`config.mk`:
```
export PLATFORM = sky130hd
export DESIGN_NAME = object_table_loader
export DESIGN_NICKNAME = d
export VERILOG_FILES = /design/src/rtl/object_table_loader.sv
export SDC_FILE = /design/constraint.sdc
export NUM_CORES = 1
export LEC_CHECK = 0
export CORE_AREA = 2 2 219 221
export CTS_BUF_LIST = sky130_fd_sc_hd__clkbuf_16
export CTS_CLUSTER_DIAMETER = 200
export CTS_CLUSTER_SIZE = 30
export DETAILED_ROUTE_END_ITERATION = 10
export DIE_AREA = 0 0 221 223
export GPL_TIMING_DRIVEN = 0
export PLACE_DENSITY = 0.7
export SLEW_MARGIN = 20
export SYNTH_ARGS = -nofsm -noshare
export SYNTH_HDL_FRONTEND = slang
export SYNTH_SLANG_ARGS = --single-unit
```
`constraint.sdc`:
```
create_clock -name clk -period 3.37 [get_ports clk]
set_input_delay 0.674 -clock clk [delete_from_list [all_inputs] [get_ports clk]]
set_output_delay 0.674 -clock clk [all_outputs]
set_load 0.02 [all_outputs]
```
`src/rtl/object_table_loader.sv`:
```
// object_table_loader: sequences the three-phase X / Y / state transfer from
// software over the to_hw_sig / to_sw_sig handshake. Fields land in a shadow
// bank, and the whole table is copied to the active bank on a frame boundary,
// so the sprite logic never sees a half-written table.
// Optional build macro OBJ_TABLE_SYNC_EN: adds a 2-flop synchronizer on
// to_hw_sig, which adds two cycles to ack and release latency.
module object_table_loader #(
  parameter int NUM_OBJ     = 10,
  parameter int Y_FLIP_BASE = 480
) (
  input  logic                   clk,
  input  logic                   reset,
  input  logic [1:0]             to_hw_sig,
  input  logic [32*NUM_OBJ-1:0]  to_hw_port,
  input  logic                   frame_start,
  output logic [1:0]             to_sw_sig,
  output logic [10*NUM_OBJ-1:0]  x_coord,
  output logic [10*NUM_OBJ-1:0]  y_coord,
  output logic [3*NUM_OBJ-1:0]   obj_state,
  output logic [2:0]             type0,
  output logic                   busy,
  output logic                   commit
);

  typedef enum logic [2:0] {
    WAIT_X, ACK_X, WAIT_Y, ACK_Y, WAIT_S, ACK_S, PENDING
  } state_t;

  localparam logic [9:0] YBase = 10'(Y_FLIP_BASE);

  state_t state_q, state_d;
  logic [1:0] sig;
  logic capX, capY, capS;
  logic commit_d, busy_d;
  logic [1:0] toSwSig_d;

  logic [10*NUM_OBJ-1:0] shadowX_q, shadowX_d;
  logic [10*NUM_OBJ-1:0] shadowY_q, shadowY_d;
  logic [3*NUM_OBJ-1:0]  shadowS_q, shadowS_d;
  logic [2:0]            shadowT0_q, shadowT0_d;

  logic [10*NUM_OBJ-1:0] activeX_q, activeY_q;
  logic [3*NUM_OBJ-1:0]  activeS_q;
  logic [2:0]            activeT0_q;
  logic [1:0]            toSwSig_q;
  logic                  busy_q, commit_q;

  // Upper port bits beyond the captured fields are deliberately ignored.
  logic unusedPortBits;
  assign unusedPortBits = ^to_hw_port;

`ifdef OBJ_TABLE_SYNC_EN
  logic [1:0] sigMeta_q, sigSync_q;

  // Two-flop synchronizer on the phase code; port data is stable by protocol.
  always_ff @(posedge clk) begin
    if (!reset) begin
      sigMeta_q <= '0;
      sigSync_q <= '0;
    end else begin
      sigMeta_q <= to_hw_sig;
      sigSync_q <= sigMeta_q;
    end
  end

  assign sig = sigSync_q;
`else
  assign sig = to_hw_sig;
`endif

  // Handshake sequencing: capture on the expected code, wait for 0, commit on frame.
  always_comb begin
    state_d  = state_q;
    capX     = 1'b0;
    capY     = 1'b0;
    capS     = 1'b0;
    commit_d = 1'b0;
    case (state_q)
      WAIT_X:  if (sig == 2'd1) begin capX = 1'b1; state_d = ACK_X; end
      ACK_X:   if (sig == 2'd0) state_d = WAIT_Y;
      WAIT_Y:  if (sig == 2'd2) begin capY = 1'b1; state_d = ACK_Y; end
      ACK_Y:   if (sig == 2'd0) state_d = WAIT_S;
      WAIT_S:  if (sig == 2'd3) begin capS = 1'b1; state_d = ACK_S; end
      ACK_S:   if (sig == 2'd0) state_d = PENDING;
      PENDING: if (frame_start) begin commit_d = 1'b1; state_d = WAIT_X; end
      default: state_d = WAIT_X;
    endcase
  end

  // Registered handshake outputs are decoded from the state being entered.
  always_comb begin
    toSwSig_d = 2'd0;
    busy_d    = 1'b0;
    case (state_d)
      ACK_X:   toSwSig_d = 2'd1;
      ACK_Y:   toSwSig_d = 2'd2;
      ACK_S:   toSwSig_d = 2'd3;
      PENDING: busy_d    = 1'b1;
      default: ;
    endcase
  end

  // Shadow bank next values; Y for slots 1..N-1 is flipped against the screen height.
  always_comb begin
    shadowX_d  = shadowX_q;
    shadowY_d  = shadowY_q;
    shadowS_d  = shadowS_q;
    shadowT0_d = shadowT0_q;
    for (int i = 0; i < NUM_OBJ; i++) begin
      if (capX) shadowX_d[10*i +: 10] = to_hw_port[32*i +: 10];
      if (capY) shadowY_d[10*i +: 10] = (i == 0) ? to_hw_port[9:0]
                                                 : YBase - to_hw_port[32*i +: 10];
      if (capS) shadowS_d[3*i +: 3] = to_hw_port[32*i +: 3];
    end
    if (capS) shadowT0_d = to_hw_port[5:3];
  end

  // State, shadow and active banks; reset discards any partial transfer.
  always_ff @(posedge clk) begin
    if (!reset) begin
      state_q    <= WAIT_X;
      shadowX_q  <= '0;
      shadowY_q  <= '0;
      shadowS_q  <= '0;
      shadowT0_q <= '0;
      activeX_q  <= '0;
      activeY_q  <= '0;
      activeS_q  <= '0;
      activeT0_q <= '0;
      toSwSig_q  <= '0;
      busy_q     <= 1'b0;
      commit_q   <= 1'b0;
    end else begin
      state_q    <= state_d;
      shadowX_q  <= shadowX_d;
      shadowY_q  <= shadowY_d;
      shadowS_q  <= shadowS_d;
      shadowT0_q <= shadowT0_d;
      toSwSig_q  <= toSwSig_d;
      busy_q     <= busy_d;
      commit_q   <= commit_d;
      if (commit_d) begin
        activeX_q  <= shadowX_q;
        activeY_q  <= shadowY_q;
        activeS_q  <= shadowS_q;
        activeT0_q <= shadowT0_q;
      end
    end
  end

  assign to_sw_sig = toSwSig_q;
  assign x_coord   = activeX_q;
  assign y_coord   = activeY_q;
  assign obj_state = activeS_q;
  assign type0     = activeT0_q;
  assign busy      = busy_q;
  assign commit    = commit_q;

endmodule

```
==> flow_summary.ini <==
[outcome]
outcome = complete, no violations

[setup_path]
cp_max_fo = 10
rr_worst_depth = 5
ff2ff_setup_slack_ns = 0.82
crit_path_max_incr_delay_ns = 0.76
endpoint_kind = register
critPathSlowestCell = clkbuf_1
crit_path_start_kind = primary input
worstSetupStartpoint = to_hw_sig[1]
cp_cell_sequence = clkdlybuf4s50_1, nand4bb_1, nor2_1, clkbuf_1, buf_1, a21oi_1
path_class = primary input to register
cp.arrival_ns = 3.23
cp.required_ns = 3.78
setup.worst_path.end = shadowY_q[79]
r2r_start = state_q[0]
reg2reg_to = shadowY_q[79]

[power]
peakVddDrop_mv = 0.2818
p_leak_nw = 7.620
power.density_nw_per_um2 = 393.1

[die]
dieHeight_um = 223
start_util_pct = 39.73
fp.coreArea_um2 = 47150
die_area_um2 = 49280
die_w_um = 221
num_rows = 80
io_pins = 562

[placement]
dpl_worst_slack_ns = -0.2969
gp_congestion = 0.8752
hpwl_mm = 48.35
portBuffers = 340
place_area_um2 = 22900

[sta]
hold_slack_ns = 0.4615
fin_tns_setup_ns = 0
min_period_ns = 2.823
rsz0062_at_grt = no
setup_ws_ns = 0.5474
fin_crit_sh_pct = 83.76
max_slew.worst_pin.slew_ns = 1.250
final_hold_viol_count = 0
setup_violations = 0
skew_ns = 0.01789
achievable-frequency_ghz = 0.3543
drv_slew = 0
max-slew-margin-rel_pct = 16.68

[cells_and_area]
final_nets = 2946
final.fill_count = 4584
layout_commonest_cell = nand2_1
area_growth_pct = 24.88
fin_util_pct = 49.61
mostFrequentLayoutCells = nand2_1 (861), dfxtp_1 (473), a21boi_0 (419)
drive_gt1_share_pct = 2.719
finalInstanceArea_um2 = 23390

[routing]
routed_wl_mm = 65.01
drt_pass1_iterations = 6
final_antenna_net_count = 0
drc_errors = 0
vias = 16810
drt-wirelength-per-cell_um = 20.14
via_per_inst = 5.209
drtIter0Drc = 1367

[global_route]
grt_pass1_wl_mm = 96.26
grt-ovfl-total = 0
grt_start_max_net_pins = 31
antenna_found_initial = 2
track_usage_pct = 25.46
grt_pass1_vias = 15980

[synthesis]
yosys_most_used_dff = dfxtp_1
synth_cell_types = 40
yosysSeqAreaShare_pct = 50.56
synthCells = 2251
syn_area_per_cell_um2 = 8.320
yosys_warnings = 0
synth.net_count = 2585
async_flop_share_pct = 0
synth-edff-count = 0
syn_area_um2 = 18730
synth_seq_cells = 473

[cts]
numCtsBuffers = 19
hold_buffers = 0
cts_tree = done
cts_buffer_depth = 3
postCtsSetupBuffers = 0
cts-root-buf = clkbuf_16
clk_latency_ns = 0.56
htreeDepth = 1
cts_resized = 0
cts_sinks = 473
clk_pin_slew_ns = 0.12

[hold_path]
hold_path_class = register to register

[flow_run]
max_cap_violations = 0
-- flip-flops by register name, indices dropped and copies added (netlist names) --
register and flops:
shadowX_q 100, shadowY_q 100, x_coord 100, y_coord 100, obj_state 30, shadowS_q 30
shadowT0_q 3, state_q 3, type0 3, to_sw_sig 2, busy 1, commit 1
-- report_power, final --
group	switching, mW	leakage (nW)	internal [mW]
Combinational	0.415	3.56	0.298
Sequential	0.0361	3.82	5.66
Clock	1.75	0.239	1.03
Total	2.21	7.62	6.99
-- synth_stat cells, drive strengths merged, types with 14 or more instances --
| cell type | count | share of area, % |
|---|---|---|
| nand2 | 861 | 17 |
| dfxtp | 473 | 51 |
| a21boi | 423 | 17 |
| clkbuf | 109 | 2.4 |
| buf | 52 | 1.3 |
| nand3 | 45 | 1.2 |
| a21oi | 37 | 0.99 |
| xnor2 | 32 | 1.5 |
| nand4 | 22 | 0.73 |
| nor2 | 22 | 0.44 |
| o21ai | 21 | 0.56 |
| inv | 19 | 0.38 |
| nor3 | 19 | 0.51 |
| o311ai | 14 | 0.65 |
-- critical path: cells and delay by family --
| kind | cells | cell delay [ns] |
|---|---|---|
| AOI/OAI and AO/OA | 1 | 0.16 |
| buffers and inverters | 3 | 2.10 |
| and+or+nand+nor | 2 | 0.29 |
-- worst min-delay path by stage --
stage	slack, ns	start	endpoint	cells after the start
final	0.46	shadowT0_q[1]	shadowT0_q[1]	2
after global placement	0.44	shadowY_q[99]	y_coord[99]	2
after floorplan	0.44	shadowS_q[0]	shadowS_q[0]	2
after global routing	0.49	shadowT0_q[1]	shadowT0_q[1]	2
after CTS	0.46	shadowS_q[22]	obj_state[22]	2
after detailed placement	0.45	shadowT0_q[1]	shadowT0_q[1]	2
-- routing by layer --
| layer | part of all wire, % | track usage (%) | up-vias | wire, um |
|---|---|---|---|---|
| met5 | 0 | 0 | - | 0 |
| met4 | 2.7 | 7.209 | 0 | 1757 |
| li1 | - | - | 8084 | - |
| met2 | 43 | 39.76 | 651 | 28090 |
| met3 | 9.4 | 6.058 | 91 | 6116 |
| met1 | 45 | 35.08 | 7982 | 29040 |
-- cells by family after synthesis --
group	share of synthesized area, %
buf+inv	4.088
flops	50.56
mux	0.05345
compound gates	20.15
xor+xnor	2.058
simple gates	22.49
fa+ha+maj	0.6013
-- metrics by stage --
step                cells  power [mW]
floorplan            2251       6.150
global placement     3206       6.504
detailed placement   3206       6.523
CTS                  3226       9.224
global route         3226       9.488
finish               3227       9.194
-- layout make-up --
| cell class | count | area [um^2] | share of cell area, % |
|---|---|---|---|
| well taps | 615 | 769.5 | 3.290 |
| clock buffers | 19 | 475.5 | 2.033 |
| plain buffers | 161 | 695.7 | 2.974 |
| multi-input cells | 1598 | 8494 | 36.32 |
| clock inverters | 1 | 8.758 | 0.03745 |
| inverters | 19 | 71.32 | 0.3049 |
| repair buffers | 340 | 3403 | 14.55 |
| diodes | 1 | 2.502 | 0.01070 |
| flip-flops and latches | 473 | 9469 | 40.48 |
Power figures use the tool's default switching activity.
